<file path="src/rtl/uart_cmd_sequencer.sv">
// Framed write-command parser behind a byte-handshake UART: SYNC, addr_hi, addr_lo, len, data...
// Optional trailing checksum byte when UART_CMD_CHECKSUM_EN is defined.
module uart_cmd_sequencer #(
   parameter int unsigned TIMEOUT_CYCLES = 41000,
   parameter logic [7:0]  SYNC_BYTE      = 8'hA5
) (
   input  logic        clock,
   input  logic        reset,
   input  logic [7:0]  rx_data,
   input  logic        rx_full,
   output logic        rx_ack,
   output logic [15:0] wr_addr,
   output logic [7:0]  wr_data,
   output logic        wr_strobe,
   input  logic        wr_busy,
   output logic        frame_ok,
   output logic        frame_err
);

   typedef enum logic [2:0] {
      S_IDLE,
      S_ADDR_HI,
      S_ADDR_LO,
      S_LEN,
      S_DATA,
      S_WRITE,
      S_DONE
`ifdef UART_CMD_CHECKSUM_EN
      , S_CHECK
`endif
   } state_t;

   state_t      r_state, w_state_nxt;
   logic        r_ack, w_ack_nxt;
   logic [15:0] r_addr, w_addr_nxt;
   logic [7:0]  r_data, w_data_nxt;
   logic        r_strobe, w_strobe_nxt;
   logic        r_ok, w_ok_nxt;
   logic        r_err, w_err_nxt;
   logic [8:0]  r_count, w_count_nxt;
   logic [15:0] r_tmo, w_tmo_nxt;
   logic [1:0]  r_hold, w_hold_nxt;
   logic        w_cnt_st, w_wait, w_tmo_hit, w_accept;
`ifdef UART_CMD_CHECKSUM_EN
   logic [7:0]  r_sum, w_sum_nxt, w_sum_add;
   assign w_sum_add = r_sum + rx_data;
   assign w_cnt_st  = (r_state == S_ADDR_HI) || (r_state == S_ADDR_LO) ||
                      (r_state == S_LEN) || (r_state == S_DATA) || (r_state == S_CHECK);
`else
   assign w_cnt_st  = (r_state == S_ADDR_HI) || (r_state == S_ADDR_LO) ||
                      (r_state == S_LEN) || (r_state == S_DATA);
`endif

   assign w_wait    = (r_state == S_IDLE) || w_cnt_st;
   assign w_tmo_hit = w_cnt_st && (r_tmo == 16'(TIMEOUT_CYCLES - 1));
   // Timeout outranks a simultaneous rx_full: the byte stays pending and is parsed from IDLE.
   assign w_accept  = w_wait && rx_full && (r_hold == 2'd0) && !w_tmo_hit;

   always_ff @(posedge clock or posedge reset) begin
      if (reset) begin
         r_state  <= S_IDLE;
         r_ack    <= 1'b0;
         r_addr   <= '0;
         r_data   <= '0;
         r_strobe <= 1'b0;
         r_ok     <= 1'b0;
         r_err    <= 1'b0;
         r_count  <= '0;
         r_tmo    <= '0;
         r_hold   <= '0;
`ifdef UART_CMD_CHECKSUM_EN
         r_sum    <= '0;
`endif
      end else begin
         r_state  <= w_state_nxt;
         r_ack    <= w_ack_nxt;
         r_addr   <= w_addr_nxt;
         r_data   <= w_data_nxt;
         r_strobe <= w_strobe_nxt;
         r_ok     <= w_ok_nxt;
         r_err    <= w_err_nxt;
         r_count  <= w_count_nxt;
         r_tmo    <= w_tmo_nxt;
         r_hold   <= w_hold_nxt;
`ifdef UART_CMD_CHECKSUM_EN
         r_sum    <= w_sum_nxt;
`endif
      end
   end

   always_comb begin
      w_state_nxt  = r_state;
      w_ack_nxt    = w_accept;
      w_addr_nxt   = r_addr;
      w_data_nxt   = r_data;
      w_strobe_nxt = 1'b0;
      w_ok_nxt     = 1'b0;
      w_err_nxt    = 1'b0;
      w_count_nxt  = r_count;
      w_hold_nxt   = w_accept ? 2'd2 : ((r_hold != 2'd0) ? r_hold - 2'd1 : 2'd0);
`ifdef UART_CMD_CHECKSUM_EN
      w_sum_nxt    = w_accept ? w_sum_add : r_sum;
`endif
      if (w_tmo_hit) begin
         w_err_nxt   = 1'b1;
         w_state_nxt = S_IDLE;
      end else begin
         case (r_state)
            S_IDLE: if (w_accept && rx_data == SYNC_BYTE) begin
               w_state_nxt = S_ADDR_HI;
`ifdef UART_CMD_CHECKSUM_EN
               w_sum_nxt   = '0;
`endif
            end
            S_ADDR_HI: if (w_accept) begin
               w_addr_nxt[15:8] = rx_data;
               w_state_nxt      = S_ADDR_LO;
            end
            S_ADDR_LO: if (w_accept) begin
               w_addr_nxt[7:0] = rx_data;
               w_state_nxt     = S_LEN;
            end
            S_LEN: if (w_accept) begin
               w_count_nxt = (rx_data == 8'h00) ? 9'd256 : {1'b0, rx_data};
               w_state_nxt = S_DATA;
            end
            S_DATA: if (w_accept) begin
               w_data_nxt  = rx_data;
               w_state_nxt = S_WRITE;
            end
            // Strobe cycle and post-strobe bookkeeping both live in WRITE: address advances after the strobe.
            S_WRITE: if (r_strobe) begin
               w_addr_nxt  = r_addr + 16'd1;
               w_count_nxt = r_count - 9'd1;
`ifdef UART_CMD_CHECKSUM_EN
               w_state_nxt = (r_count == 9'd1) ? S_CHECK : S_DATA;
`else
               w_state_nxt = (r_count == 9'd1) ? S_DONE : S_DATA;
`endif
            end else if (!wr_busy) begin
               w_strobe_nxt = 1'b1;
            end
            S_DONE: begin
               w_ok_nxt    = 1'b1;
               w_state_nxt = S_IDLE;
            end
`ifdef UART_CMD_CHECKSUM_EN
            S_CHECK: if (w_accept) begin
               if (w_sum_add == 8'h00) begin
                  w_state_nxt = S_DONE;
               end else begin
                  w_err_nxt   = 1'b1;
                  w_state_nxt = S_IDLE;
               end
            end
`endif
            default: w_state_nxt = S_IDLE;
         endcase
      end
      w_tmo_nxt = (w_cnt_st && w_state_nxt == r_state) ? r_tmo + 16'd1 : '0;
   end

   assign rx_ack    = r_ack;
   assign wr_addr   = r_addr;
   assign wr_data   = r_data;
   assign wr_strobe = r_strobe;
   assign frame_ok  = r_ok;
   assign frame_err = r_err;

endmodule

</file>
<file path="config.mk">
export PLATFORM = sky130hd
export DESIGN_NAME = uart_cmd_sequencer
export DESIGN_NICKNAME = d
export VERILOG_FILES = /design/src/rtl/uart_cmd_sequencer.sv
export SDC_FILE = /design/constraint.sdc
export NUM_CORES = 1
export LEC_CHECK = 0
export CAP_MARGIN = 10
export CORE_UTILIZATION = 50
export DETAILED_ROUTE_END_ITERATION = 10
export PLACE_DENSITY = 0.73
export SYNTH_ARGS = -nofsm -noshare
export SYNTH_HDL_FRONTEND = slang
export SYNTH_SLANG_ARGS = --single-unit
</file>
<file path="constraint.sdc">
create_clock -name clock -period 6.47 [get_ports clock]
set_input_delay 1.941 -clock clock [delete_from_list [all_inputs] [get_ports clock]]
set_output_delay 1.941 -clock clock [all_outputs]
set_load 0.01 [all_outputs]
</file>
# == Yosys cells after proc, flatten, opt, wreduce, memory -nomap -nowiden ==
# Cells that the tools add are included.
# totals
reg_bits,58
# op_classes
addsub,4
n_eq_ne,14
mux,27
bitwise,1
n_reduce_logical,22
# ops
cell,n
$add A16 B1 Y16 const B,2
$mux W16,2
$pmux W8 S2,2
$mux W9,3
$mux W3,7
$pmux W3 S6,1
$pmux W9 S2,1
$eq A16 B16 Y1 const B,1
$reduce_and A4 Y1,3
$eq A3 B3 Y1 const B,3
$eq A9 B1 Y1 const B,1
$sub A9 B1 Y9 const B,1
$eq A8 B8 Y1 const B,1
$logic_not A8 Y1,1
$mux W8,1
$ne A2 B2 Y1 const B,4
$reduce_bool A2 Y1,4
$mux W1,7
$eq A3 B2 Y1 const B,2
$logic_and A1 B1 Y1,6
$mux W2,3
$logic_or A1 B1 Y1,4
$eq A3 B1 Y1 const B,1
$eq A3 B3 Y1,1
other kinds (6),6

# == Longest topological paths before layout ==
# depth
ltp_word,15
mapped_depth,8

# == Least setup slack after synthesis ==
# Ideal clock, no wire load.
# synth_timing
path_type,input to register
startpoint,input port rx_data[1]
endpoint,register r_tmo[10]
setup_ns,0.124
t_arrival_ns,3.338
path_slack_ns,3.008
path_stages,6
path_cell_list,or4_1 -> o21ai_1 -> nand2_1 -> a211oi_2 -> buf_2 -> nor4_1
# synth_via
elab_chain_len,8
# synth_lines
element,line,rtl
from (decl),9,"input logic [7:0] rx_data,"
$eq A8 B8 Y1,109,S_IDLE: if (w_accept && rx_data == SYNC_BYTE) begin
$logic_and A1 B1 Y1,109,
$mux W3,109,
$pmux W3 S6,108,case (r_state)
$mux W3,104,if (w_tmo_hit) begin
$eq A3 B3 Y1,160,w_tmo_nxt = (w_cnt_st && w_state_nxt == r_state) ? r_tmo + 16'd1 : '0;
$logic_and A1 B1 Y1,160,
$mux W16,160,
net w_tmo_nxt[10],41,"logic [15:0] r_tmo, w_tmo_nxt;"
to (signal assigned),83,r_tmo <= w_tmo_nxt;
to (decl),41,
# The timed path passes the listed nets, and every way through them passes these cells.
# A chain may end at the register's enable or synchronous reset.

# == Final worst setup path ==
# layout_timing
startpoint,input port rx_full
endpoint,register r_tmo[10]
# layout_via
elab_chain_len,10
word_cells_on_any_way,14
# layout_lines
element,line,rtl
from (decl),10,"input logic rx_full,"
$logic_and A1 B1 Y1 * (3 in series),57,assign w_accept = w_wait && rx_full && (r_hold == 2'd0) && !w_tmo_hit;
$logic_and A1 B1 Y1,109,
$mux W3,109,
$pmux W3 S6 *,108,
$mux W3 *,104,
$eq A3 B3 Y1 *,160,
$logic_and A1 B1 Y1 *,160,
$mux W16 *,160,
net w_tmo_nxt[10],41,
# Mark *: on every way through the listed nets, which the timed path passes. The rest lies on a longest branch.

==> key figures <==
CTS
  – Hold-fix buffers at CTS: 0
  – CTS Buf Count: 9
  – # Post-CTS Setup Buffers: 0
  – H-tree levels: 3
  – Worst skew pair latency: 0.33 ns
  – CTS tree: yes
  – Reg clk slew, reported paths: 0.06 ns
  – Post-cts gate resize count: 0
  – Clock root cell: clkbuf_8
  – Clk buf depth: 2
  – CTS Sinks: 58

Critical path
  – CP max stage delay: 0.92 ns
  – Startpoint types: input pin
  – CP max-delay cell: a211oi_2
  – Critical path class: input pin to flop
  – Critical path, cell by cell: clkdlybuf4s50_1 > nor3b_1 > o21ai_1 > a211oi_2 > nor4_1
  – Crit path DAT: 4.35 ns
  – Data required time of the worst path: 6.63 ns
  – Setup crit end kind: flop
  – CP max FO: 16

Status
  – Status: complete, no violations

Route
  – Detailed Route WL: 7730 um
  – Wirelength per Cell: 17.3 um
  – DR vias: 2,820
  – DRT Pass-1 Iters: 5
  – Post-route ant nets: 0
  – DR iter-0 viols: 207
  – Vias per cell: 6.31
  – Detailed-route DRC error count: 0

Power
  – Worst VDD drop: 0.261 mV
  – Power per cell area: 425 nW/um2
  – Leak pwr: 0.00150 uW

Timing
  – FMAX: 239 MHz
  – Slew @ Worst Pin: 1.16 ns
  – Final Hold Vio Count: 0
  – Setup TNS: 0 ns
  – RSZ-0062 raised after global routing: false
  – Period minus WS final: 4.19 ns
  – Pins Over Slew Limit: 0
  – Final setup vio count: 0
  – Slew margin rel.: 22.5%
  – Crit share post-route: 64.8%
  – Clk_skew: 0.0104 ns

Logic synthesis
  – YS warnings: 0
  – Mapped Nets: 351
  – Yosys reg bits: 58
  – Async SR Flop Fraction: 100%
  – Count leader, synth: dfrtp_1
  – Top cell type's share of synthesized area: 45.2%
  – Post-Syn Instances: 335
  – Post-synthesis sequential area ratio: 45.2%
  – Post-synth EDFFs: 0
  – Mean post-synth cell area: 9.58 um2
  – Post-synth top cells: 58 x dfrtp_1, 31 x nor2_1, 21 x a21oi_1
  – Synth area leader: dfrtp_1
  – Distinct cells, synth: 64
  – Top FF cell, synth: dfrtp_1
  – Post-Syn Area: 3210 um2
  – Top post-synthesis cells by area: dfrtp_1 45%, nor4_1 3.9%, nor2_1 3.6%

Flow run
  – Max-cap violation count: 0

Die
  – Die Wd: 82.1 um
  – Die height: 82.1 um
  – Core ar.: 6060 um2
  – Row cnt: 28
  – Initial core utilization: 52.9%
  – Number of top-level pins: 40
  – Die area: 6740 um2

Global route
  – Global route total overflow: 0
  – Pin count of the biggest net entering global routing: 59
  – Initial antenna violation count: 0
  – Vias in the first global route: 2,642
  – GR Util All Layers: 26.3%
  – Global-route wire length before repair: 13,200 um

Finish
  – Layout cell share with drive strength beyond 1: 11.0%
  – Area grow syn2layout: 18.1%
  – Final core occ: 62.5%
  – # fillers: 507
  – Final nets: 386
  – Inserted Diodes: 0
  – Number of standard cells in the final layout excluding fillers: 447

Place
  – Buffers on Ports: 39
  – RD Place Congestion: 0.845
  – Post-detail-place hpwl: 5120 um
  – Dpl cells: 433

Worst hold path
  – Worst hold path type: flop to flop
registers in the layout (all words and copies together), names as in the netlist:
register / cells
frame_err: 1
frame_ok: 1
r_count: 9
r_hold: 2
r_state: 3
r_tmo: 16
rx_ack: 1
wr_addr: 16
wr_data: 8
wr_strobe: 1
layout by cell type, fill, tap and decap left out, types with 3 or more instances in the layout:
master	Yosys	routed
a31oi_1	8	8
nand2_1	18	18
mux2_2	8	8
o21a_1	4	4
or3_1	3	3
dfrtp_1	58	58
nor2_1	31	31
xnor2_1	8	8
nand3_1	16	16
a21oi_1	21	21
clkbuf_8	0	11
inv_1	9	8
a31o_2	3	3
xor2_1	7	7
ha_1	4	4
clkdlybuf4s50_1	0	39
o22a_1	9	9
nand4_1	9	9
o21ai_1	5	5
nor3_1	11	11
o22ai_1	4	4
o21ai_0	8	8
nor4_1	20	20
and3_1	6	6
a2bb2oi_1	5	5
worst max-delay path: cells and delay by family:
family,cells,cell delay [ns]
buf+inv,1,0.49
compound gates,2,1.14
simple gates,2,0.77
final timing paths:
check / end / startpoint / cells after the start / slack (ns)
worst max-delay path: r_tmo[10] / rx_full / 5 / 2.28
worst min register to register: r_tmo[0] / r_tmo[0] / 1 / 0.48
max in group asynchronous: r_tmo[15] / reset / 3 / 3.86
worst min-delay path: r_tmo[0] / r_tmo[0] / 1 / 0.48
min in group asynchronous: wr_data[1] / reset / 3 / 2.12
worst max register to register: wr_addr[15] / r_state[2] / 4 / 3.71
through the flow:
| stage | hold slack (ns) | power (uW) | cell area [um2] | worst slack, ns |
|---|---|---|---|---|
| 2_1_floorplan | 0.442 | 1050 | 3210 | 3.01 |
| 3_3_place_gp | 0.462 | 1300 | 3620 | 2.03 |
| 3_5_place_dp | 0.478 | 1320 | 3620 | 1.93 |
| 4_1_cts | 0.485 | 1610 | 3780 | 2.28 |
| 5_1_grt | 0.513 | 1730 | 3790 | 2.00 |
| 6_report | 0.482 | 1610 | 3790 | 2.28 |
metal layers:
layer / GRT usage (%) / share of wire, %
met2: 36.7 / 44
met1: 38.5 / 48
met4: 12.6 / 1.9
met3: 5.60 / 6.1
met5: 0 / 0
kinds of logic after synthesis:
family                   Yosys count  synth area share [%]
buffers and inverters             26                  3.51
adder cells (fa/ha/maj)            4                  1.56
AND/OR/NAND/NOR                  137                  23.9
XOR/XNOR                          15                  4.10
multiplexers                      10                  3.43
flip-flops                        58                  45.2
AO/OA/AOI/OAI                     85                  18.2
cell type report:
cell class / count / area (um2) / area share (%)
Clock buffer: 13 / 159 / 4.20
Inverter: 9 / 33.8 / 0.892
Multi-Input combinational cell: 251 / 1640 / 43.4
Sequential cell: 58 / 1450 / 38.3
Tap cell: 75 / 93.8 / 2.48
Timing Repair Buffer: 41 / 405 / 10.7
power breakdown:
| part | internal, uW | leakage (uW) | total [uW] | switching, uW |
|---|---|---|---|---|
| clock | 154 | 0.0000815 | 286 | 132 |
| sequential | 489 | 0.000727 | 654 | 166 |
| combinational | 333 | 0.000694 | 671 | 338 |
Note: power is estimated with default switching activity, not from simulation.
